[config.mk]
export PLATFORM = sky130hd
export DESIGN_NAME = data_mem_arbiter
export DESIGN_NICKNAME = d
export VERILOG_FILES = /design/src/rtl/data_mem_arbiter.sv
export SDC_FILE = /design/constraint.sdc
export NUM_CORES = 1
export LEC_CHECK = 0
export ABC_AREA = 0
export CELL_PAD_IN_SITES_DETAIL_PLACEMENT = 0
export CELL_PAD_IN_SITES_GLOBAL_PLACEMENT = 1
export CORE_ASPECT_RATIO = 1.2
export CORE_MARGIN = 1
export CORE_UTILIZATION = 29
export DETAILED_ROUTE_END_ITERATION = 6
export HOLD_SLACK_MARGIN = 0.03
export PLACE_DENSITY_LB_ADDON = 0.1
export SETUP_SLACK_MARGIN = 0.02
export SLEW_MARGIN = 15
export SYNTH_ARGS = -nofsm -noshare
export SYNTH_HDL_FRONTEND = slang
export SYNTH_SLANG_ARGS = --single-unit
[constraint.sdc]
create_clock -name clk -period 5.17 [get_ports clk]
set_clock_uncertainty 0.2 [all_clocks]
set_input_delay 1.551 -clock clk [delete_from_list [all_inputs] [get_ports clk]]
set_output_delay 1.551 -clock clk [all_outputs]
set_load 0.05 [all_outputs]
[src/rtl/data_mem_arbiter.sv]
// data_mem_arbiter
//   Arbitrates two requesters (A = core LSU, B = debug/DMA) onto one
//   single-ported data memory with a combinational read path. Every
//   transaction takes two cycles: an IDLE cycle that grants a port and latches
//   its request, then an ACCESS cycle that reads memory and, for writes, writes
//   back a byte-merged word. Completion (rvalid/rdata/err) is registered and
//   appears in the following IDLE cycle. That same cycle can grant the next
//   request, so back-to-back transactions run at one per two cycles.
//
// Ports
//   clk, rst                      clock, synchronous active-high reset
//   req_*, we_*, addr_*,          per-port request; held until gnt_* pulses
//   wdata_*, be_*
//   gnt_*                         one-cycle accept pulse (combinational in IDLE)
//   rvalid_*, rdata_*, err_*      registered completion; err = out of range
//   mem_we, mem_raddr, mem_waddr, data_memory write/address/data, zero
//   mem_wdata                     outside ACCESS
//   mem_rdata                     asynchronous read data from data_memory
module data_mem_arbiter #(
    parameter int MEM_SIZE = 1024,
    parameter int RR_EN    = 1
) (
    input  logic        clk,
    input  logic        rst,
    input  logic        req_a,
    input  logic        we_a,
    input  logic [31:0] addr_a,
    input  logic [31:0] wdata_a,
    input  logic [3:0]  be_a,
    input  logic        req_b,
    input  logic        we_b,
    input  logic [31:0] addr_b,
    input  logic [31:0] wdata_b,
    input  logic [3:0]  be_b,
    output logic        gnt_a,
    output logic        gnt_b,
    output logic        rvalid_a,
    output logic        rvalid_b,
    output logic [31:0] rdata_a,
    output logic [31:0] rdata_b,
    output logic        err_a,
    output logic        err_b,
    output logic        mem_we,
    output logic [31:0] mem_raddr,
    output logic [31:0] mem_waddr,
    output logic [31:0] mem_wdata,
    input  logic [31:0] mem_rdata
);

    localparam bit          RR    = (RR_EN != 0);
    localparam logic [32:0] LIMIT = 33'(MEM_SIZE) << 2;

    typedef enum logic {IDLE, ACCESS} state_t;

    typedef struct packed {
        logic        we;
        logic [31:0] addr;
        logic [31:0] wdata;
        logic [3:0]  be;
    } req_t;

    state_t      state;
    req_t        cur;
    req_t        win;
    logic        owner_b;
    logic        last_b;
    logic        pick_b;
    logic        in_range;
    logic        access;
    logic [31:0] merged;

    // Byte-offset bits are deliberately ignored: all accesses are whole words.
    logic unused_lsb;
    assign unused_lsb = &{1'b0, addr_a[1:0], addr_b[1:0]};

    // B wins when it is the only requester, or on a tie when round-robin is
    // on and A was the last owner. Otherwise A wins.
    assign pick_b = req_b && (!req_a || (RR && !last_b));

    assign gnt_a = !rst && (state == IDLE) && req_a && !pick_b;
    assign gnt_b = !rst && (state == IDLE) && pick_b;

    always_comb begin
        win = '0;
        if (pick_b)
            win = '{we: we_b, addr: {addr_b[31:2], 2'b00}, wdata: wdata_b, be: be_b};
        else
            win = '{we: we_a, addr: {addr_a[31:2], 2'b00}, wdata: wdata_a, be: be_a};
    end

    assign in_range = ({1'b0, cur.addr} < LIMIT);

    // Gating with rst keeps a reset in the ACCESS cycle from writing memory.
    assign access = (state == ACCESS) && !rst;

    always_comb begin
        merged = '0;
        for (int i = 0; i < 4; i++)
            merged[8*i +: 8] = cur.be[i] ? cur.wdata[8*i +: 8] : mem_rdata[8*i +: 8];
    end

    assign mem_raddr = access ? cur.addr : 32'h0;
    assign mem_waddr = access ? cur.addr : 32'h0;
    assign mem_wdata = access ? merged : 32'h0;
    assign mem_we    = access && cur.we && in_range;

    always_ff @(posedge clk) begin
        if (rst) begin
            state    <= IDLE;
            cur      <= '0;
            owner_b  <= 1'b0;
            last_b   <= 1'b1;
            rvalid_a <= 1'b0;
            rvalid_b <= 1'b0;
            err_a    <= 1'b0;
            err_b    <= 1'b0;
            rdata_a  <= 32'h0;
            rdata_b  <= 32'h0;
        end else begin
            rvalid_a <= 1'b0;
            rvalid_b <= 1'b0;
            err_a    <= 1'b0;
            err_b    <= 1'b0;
            case (state)
                IDLE: begin
                    if (req_a || req_b) begin
                        cur     <= win;
                        owner_b <= pick_b;
                        last_b  <= pick_b;
                        state   <= ACCESS;
                    end
                end
                ACCESS: begin
                    state <= IDLE;
                    if (owner_b) begin
                        rvalid_b <= 1'b1;
                        err_b    <= !in_range;
                        if (!in_range)
                            rdata_b <= 32'h0;
                        else if (!cur.we)
                            rdata_b <= mem_rdata;
                    end else begin
                        rvalid_a <= 1'b1;
                        err_a    <= !in_range;
                        if (!in_range)
                            rdata_a <= 32'h0;
                        else if (!cur.we)
                            rdata_a <= mem_rdata;
                    end
                end
                default: state <= IDLE;
            endcase
        end
    end

endmodule

# Yosys cells after proc, flatten, opt, wreduce, memory -nomap -nowiden
# Cells that the tools add are included.
[classes] bitwise_logic=2 n_mul=0 reduce_logical=21 mux=13 n_eq_ne=1 shift=0 n_lt_le_gt_ge=1 n_addsub=0 div_mod_pow=0
[op_table] cell="$mux 32" count=4
[op_table] cell="$mux 69" count=1
[op_table] cell="$lt 32x13->1 const B" count=1
[op_table] cell="$mux 8" count=4
[op_table] cell="$logic_and 1x1->1" count=8
[op_table] cell="$reduce_and 3->1" count=2
[op_table] cell="$reduce_or 3->1" count=2
[op_table] cell="$logic_not 1->1" count=5
[op_table] cell="$mux 1" count=3
[op_table] cell="$logic_or 1x1->1" count=2
[op_table] cell="$ne 2x2->1 const B" count=1
[op_table] cell="$not 1->1" count=2
[op_table] cell="$pmux 1 s2" count=1
[op_table] cell="$reduce_and 2->1" count=1
[op_table] cell="$reduce_or 2->1" count=1
[word_totals] register_bits=140 memories=0 word_cells=51 output_inout_bits=167 ramBits=0 latch_bits=0 mem_bits_ro=0 input_bits=174

# Logic depth before layout (Yosys ltp)
# Gate-level depths: netlist (run 1).
[depth] depth_word=5 depth_mapped=8

# Worst setup path after synthesis (run 1)
# No wires, ideal clock.
[synth_timing] path_kind="input to output" startpoint="input req_a" endpoint="output gnt_b" arrival_ns=3.045 setup_slack_ns=0.374 cell_stages=4 cell_sequence="nand2_1 > nand2_1 > clkbuf_1 > nor3_1"
[synth_via] elab_chain_cells=4
[synth_rtl] element="from (decl)" line_no="25" text="input logic req_a,"
[synth_rtl] element="$logic_not 1->1" line_no="78" text="assign pick_b = req_b && (!req_a || (RR && !last_b));"
[synth_rtl] element="$logic_or 1x1->1" line_no="78"
[synth_rtl] element="$logic_and 1x1->1" line_no="78"
[synth_rtl] element="$logic_and 1x1->1" line_no="81" text="assign gnt_b = !rst && (state == IDLE) && pick_b;"
[synth_rtl] element="to (decl)" line_no="36" text="output logic gnt_b,"
# Every way passes these cells.

# Final worst setup path (run 1)
# Same ends and word-level chain as after synthesis.

==> out/qor.csv, run 1 <==
metric,value,unit
synthDistinctLibCells,34,
reg2reg_slack,2.75,ns
min_to,rdata_b[8],
timing.rr.start,cur[58],
drt_iter0_markers,276,
cp-start-kind,primary input,
track_usage,0.203,
slowest_stage,clkdlybuf4s50_1,
worstMarginPinSlew,1.09,ns
cp.buffers_inverters,2,
critPathKind,primary input to output pin,
syn_area_per_cell,8.78,sq um
holdBufCountCts,0,
min_path_cells,1,
cts_tree,yes,
reg2reg_to,rdata_b[2],
cellPowerDensity,297,nW/um^2
outcome,finished clean,
synth_area,6180,sq um
antenna_left,0,
required,3.42,ns
setup_ws,0.632,ns
start_util,0.296,
rows,58,
cp_top_family,buffers and inverters,
cts_sinks,138,
place_ws,0.686,ns
clockBufferDepth,2,
cts_setup_buffers,0,
core_area,20900,sq um
routed_via_density,4.84,
ys_ff_latch,138,
numCtsBuffers,17,
leakagePower,4.07,nW
grt_max_degree,135,
cp_cell_sequence,clkdlybuf4s50_1 > nand2_1 > nand2_2 > nor3_1 > buf_12,
cts_htree_levels,4,
clock-root-buffer,clkbuf_16,
clk_pin_slew_worst_paths,0.06,ns
drive_gt1_frac,0.159,
period_minus_slack,4.54,ns
vias,6065,
numPortBuffers,332,
min_from,rdata_b[8],
dieArea,21900,sq um
ys_seq_area_frac,0.447,
grt_pass1_vias,5913,
synth_cells,704,
post-route-period-util,0.878,
grt_overflow,0,
diodes,0,
maxCapViolations,0,
grt_setup_unrepaired,no,
place_congestion,0.772,
synth_area_leaders,"dfxtp_1, a311oi_1, a22o_1",
ys_warn_count,0,
arrival,2.79,ns
worst-path-max-fanout,4,
ios,341,
synth.top_cell.area_share,0.447,
antenna_found_initial,0,
finalWirelength,22400,um
die_h,162,um
tns,0,ns
drcViolationCount,0,
setup-violations-final,0,
finalHoldViolCount,0,
clock_latency,0.42,ns
relSlewSlack,0.273,
wire_per_inst,17.9,um
fmax,220,MHz
area_growth,57.4,%
nets,1144,
dpl.hpwl,15500,um
ir_drop,212,uV
drt-pass1-iter-count,4,
fp.dieW,135,um
critPathMaxStageDelay,0.46,ns
yosysTopAreaCell,dfxtp_1,
grt_pass1_wl,33900,um
slew_viol_final,0,
hold_path_class,flip-flop to flip-flop,
critPathCaptureType,output pin,
rr_worst_depth,4,
post_cts_resize_count,0,
[worst max path at each step]
stage | start | endpoint | slack [ns] | depth (start not counted)
floorplan | req_a | gnt_b | 0.37 | 4
global placement | req_a | gnt_b | 0.68 | 5
detailed placement | req_a | gnt_b | 0.69 | 5
CTS | req_a | gnt_b | 0.65 | 5
global route | req_a | gnt_b | 0.54 | 5
finish | req_a | gnt_b | 0.63 | 5
[layout make-up]
class | count | area, sq um
clock inverter | 14 | 138
clock buffer | 18 | 429
sequential | 138 | 2760
timing repair buffer | 344 | 3220
inverter | 3 | 11.3
tap | 270 | 338
fill | 2103 | 11200
multi-input combinational | 466 | 2830
[cell families after synthesis]
| kind of cell | Yosys count | share of synthesized area |
|---|---|---|
| compound gates | 138 | 0.194 |
| buf+inv | 103 | 0.101 |
| flops | 138 | 0.447 |
| mux | 32 | 0.0518 |
| other cells | 1 | 0.000606 |
| simple gates | 292 | 0.206 |
[metal layers]
metal	track usage	part of all wire
met1	0.240	0.42
met2	0.359	0.50
met3	0.0453	0.062
met4	0.0674	0.016
met5	0	0
[state kept, by name, summed over array words and instances, names as in the netlist]
name      cells
cur          67
err_b         1
err_a         1
state         1
rvalid_a      1
rdata_a      32
owner_b       1
rdata_b      32
rvalid_b      1
last_b        1
[report_power, final]
group          switching [W]  internal, W
Sequential         0.0000495      0.00112
Combinational       0.000292     0.000241
Clock               0.000514     0.000674
[layout by cell type, fill, tap and decap left out, types with 4 or more instances in the layout]
cell type / synthesis / routed
a22o_1: 64 / 64
a311oi_1: 67 / 67
and3_1: 31 / 31
buf_12: 0 / 4
buf_4: 36 / 103
clkbuf_16: 0 / 17
clkdlybuf4s50_1: 0 / 236
clkinvlp_4: 0 / 4
conb_1: 1 / 4
dfxtp_1: 138 / 138
inv_6: 0 / 6
mux2i_1: 32 / 32
nand2_1: 137 / 136
nor2_1: 104 / 104
nor4_2: 4 / 4
[cell usage after synthesis, drive strengths merged]
cell type / n
dfxtp: 138
nand2: 137
nor2: 106
a311oi: 67
a22o: 64
buf: 62
clkbuf: 38
and3: 32
mux2i: 32
nor4: 5
o21ai: 4
and2: 3
inv: 3
nand3: 2
nor3: 2
a21o: 1
a31o: 1
and4: 1
and4b: 1
conb: 1
nand2b: 1
nand3b: 1
nand4: 1
o211ai: 1
[stage by stage]
stage	power (W)	hold WS, ns	std cells	area [sq um]	utilization
floorplan	0.00149	0.254	707	6190	-
global placement	0.00173	0.260	1221	9170	0.439
detailed placement	0.00173	0.263	1221	9170	0.439
CTS	0.00293	0.282	1253	9730	0.466
global route	0.00303	0.293	1253	9730	0.466
finish	0.00289	0.274	1253	9730	0.466
Power figures use the tool's default switching activity.
==> run 2: changes to the inputs <==
--- a/config.mk
+++ b/config.mk
@@ -9,10 +9,11 @@
 export CELL_PAD_IN_SITES_DETAIL_PLACEMENT = 0
 export CELL_PAD_IN_SITES_GLOBAL_PLACEMENT = 1
 export CORE_ASPECT_RATIO = 1.2
-export CORE_MARGIN = 1
+export CORE_MARGIN = 5
 export CORE_UTILIZATION = 29
 export DETAILED_ROUTE_END_ITERATION = 6
 export HOLD_SLACK_MARGIN = 0.03
+export MAX_ROUTING_LAYER = met4
 export PLACE_DENSITY_LB_ADDON = 0.1
 export SETUP_SLACK_MARGIN = 0.02
 export SLEW_MARGIN = 15
==> run 2 against run 1 <==
Against the previous run: worst setup slack better by 0.021 ns; sequential power about the same; critical path depth unchanged; maximum frequency up 0.47%; routed wire length up 7.0%; hold slack better by 0.0011 ns; sequential share of layout area down 1.7 points; via count down 0.41%; utilization up 2.7 points; design area up 6.2%; count of clock-buffer cells in the layout unchanged; critical endpoint unchanged; highest routed layer unchanged; non-clock buffer count up 1.
==> out/qor.csv, run 2 (synthesis results as in run 1) <==
metric,value,unit,change
outcome,finished clean,,
routed_via_density,4.81,,-0.57%
grt_pass1_wl,36200,um,+6.6%
drcViolationCount,0,,unchanged
fp.dieW,143,um,+5.9%
cp_top_family,buffers and inverters,,
antenna_left,0,,unchanged
clockBufferDepth,2,,unchanged
grt_setup_unrepaired,no,,
cts_tree,yes,,
post-route-period-util,0.874,,-0.00411
slowest_stage,clkdlybuf4s50_1,,
fmax,221,MHz,+0.47%
clk_pin_slew_worst_paths,0.06,ns,about the same
critPathMaxStageDelay,0.45,ns,about the same
final_common_cell,clkdlybuf4s50_1,,
drt-pass1-iter-count,4,,unchanged
cts_setup_buffers,0,,unchanged
holdBufCountCts,0,,unchanged
antenna_found_initial,1,,+1
track_usage,0.197,,-0.00598
finalHoldViolCount,0,,unchanged
arrival,2.77,ns,-0.02 ns
drt_iter0_markers,261,,-5.4%
dpl.hpwl,17200,um,+10%
place_congestion,0.790,,+2.3%
ios,341,,unchanged
leakagePower,4.23,nW,+4.1%
numPortBuffers,332,,unchanged
timing.rr.start,state,,
maxCapViolations,0,,unchanged
dp_cells,1222,,+0.082%
rows,58,,unchanged
clock_latency,0.41,ns,about the same
wire_per_inst,19.1,um,+6.9%
clock-root-buffer,clkbuf_16,,
cts_sinks,138,,unchanged
cp_cell_sequence,clkdlybuf4s50_1 > nand2_1 > nand2_2 > nor3_1 > buf_12,,
period_minus_slack,4.52,ns,-0.0213 ns
ir_drop,210,uV,-0.88%
final-instance-count-excl-fill,1255,,+0.16%
largestRegisters,"cur: 67 flops, rdata_a: 32 flops, rdata_b: 32 flops",,
cellPowerDensity,303,nW/um^2,+1.9%
grt_pass1_vias,6258,,+5.8%
dieArea,24400,sq um,+11%
most-common-layout-cells,"clkdlybuf4s50_1, dfxtp_1, nand2_1",,
grt_overflow,0,,unchanged
relSlewSlack,0.475,,+0.203
slew_viol_final,0,,unchanged
worstSetupStartpoint,req_a,,
worstMarginPinSlew,0.787,ns,-0.300 ns
critPathKind,primary input to output pin,,
top_register,cur,,
post_cts_resize_count,0,,unchanged
tns,0,ns,unchanged
nets,1145,,+0.087%
hold_path_class,flip-flop to flip-flop,,
cp-start-kind,primary input,,
numCtsBuffers,17,,unchanged
core_area,21000,sq um,+0.35%
finalWirelength,24000,um,+7.0%
cp.buffers_inverters,2,,unchanged
area_growth,67.2,%,
required,3.42,ns,about the same
largest_register_ffs,67,,unchanged
drive_gt1_frac,0.160,,+0.000855
min_from,rdata_b[11],,
critPathCaptureType,output pin,,
grt_max_degree,69,,-49%
worst-path-max-fanout,4,,unchanged
die_h,170,um,+4.9%
cts_htree_levels,4,,unchanged
start_util,0.295,,-0.00102
vias,6040,,-0.41%
setup-violations-final,0,,unchanged
run 2: where the power goes:
| group | leakage, nW | internal (W) | switching, W |
|---|---|---|---|
| clock network | 0.321 | 0.000910 | 0.000493 |
| logic | 2.78 | 0.000258 | 0.000295 |
| registers | 1.13 | 0.00112 | 0.0000526 |
| total | 4.23 | 0.00229 | 0.000840 |
run 2: worst paths after layout:
path,endpoint,cells past startpoint,slack (ns)
setup / recovery,gnt_b,5,0.65
hold reg to reg,rdata_b[11],1,0.28
hold / removal,rdata_b[11],1,0.28
setup reg to reg,rdata_a[2],6,2.67
run 2: cell type report:
class,instances,area (sq um)
fillers,2049,10600
repair buffers,345,3720
multi-input cells,466,2830
flip-flops and latches,138,2760
clock buffers,18,429
well taps,270,338
clock inverters,14,244
inverters,3,11.3
diodes,1,2.50
run 2: stage by stage:
| stage | setup WS [ns] | hold slack [ns] | area [sq um] | power [W] | utilization |
|---|---|---|---|---|---|
| floorplan | 0.374 | 0.254 | 6190 | 0.00149 | - |
| global placement | 0.691 | 0.261 | 9660 | 0.00175 | 0.461 |
| CTS | 0.644 | 0.280 | 10300 | 0.00316 | 0.493 |
| detailed placement | 0.677 | 0.263 | 9660 | 0.00176 | 0.461 |
| finish | 0.653 | 0.275 | 10300 | 0.00313 | 0.493 |
| global route | 0.548 | 0.292 | 10300 | 0.00326 | 0.493 |
run 2: routing by layer:
layer	up-vias	global-route usage	share of wire
met1	2805	0.231	0.42
li1	2996	-	-
met2	213	0.339	0.49
met4	0	0.0598	0.021
met3	26	0.0424	0.064
met5	-	-	0
==> run 3: changes to the inputs <==
--- a/config.mk
+++ b/config.mk
@@ -20,3 +20,4 @@
 export SYNTH_ARGS = -nofsm -noshare
 export SYNTH_HDL_FRONTEND = slang
 export SYNTH_SLANG_ARGS = --single-unit
+export TNS_END_PERCENT = 50
==> results of run 3 <==
Same layout as run 2: the final DEF is identical, and so are final timing and power.
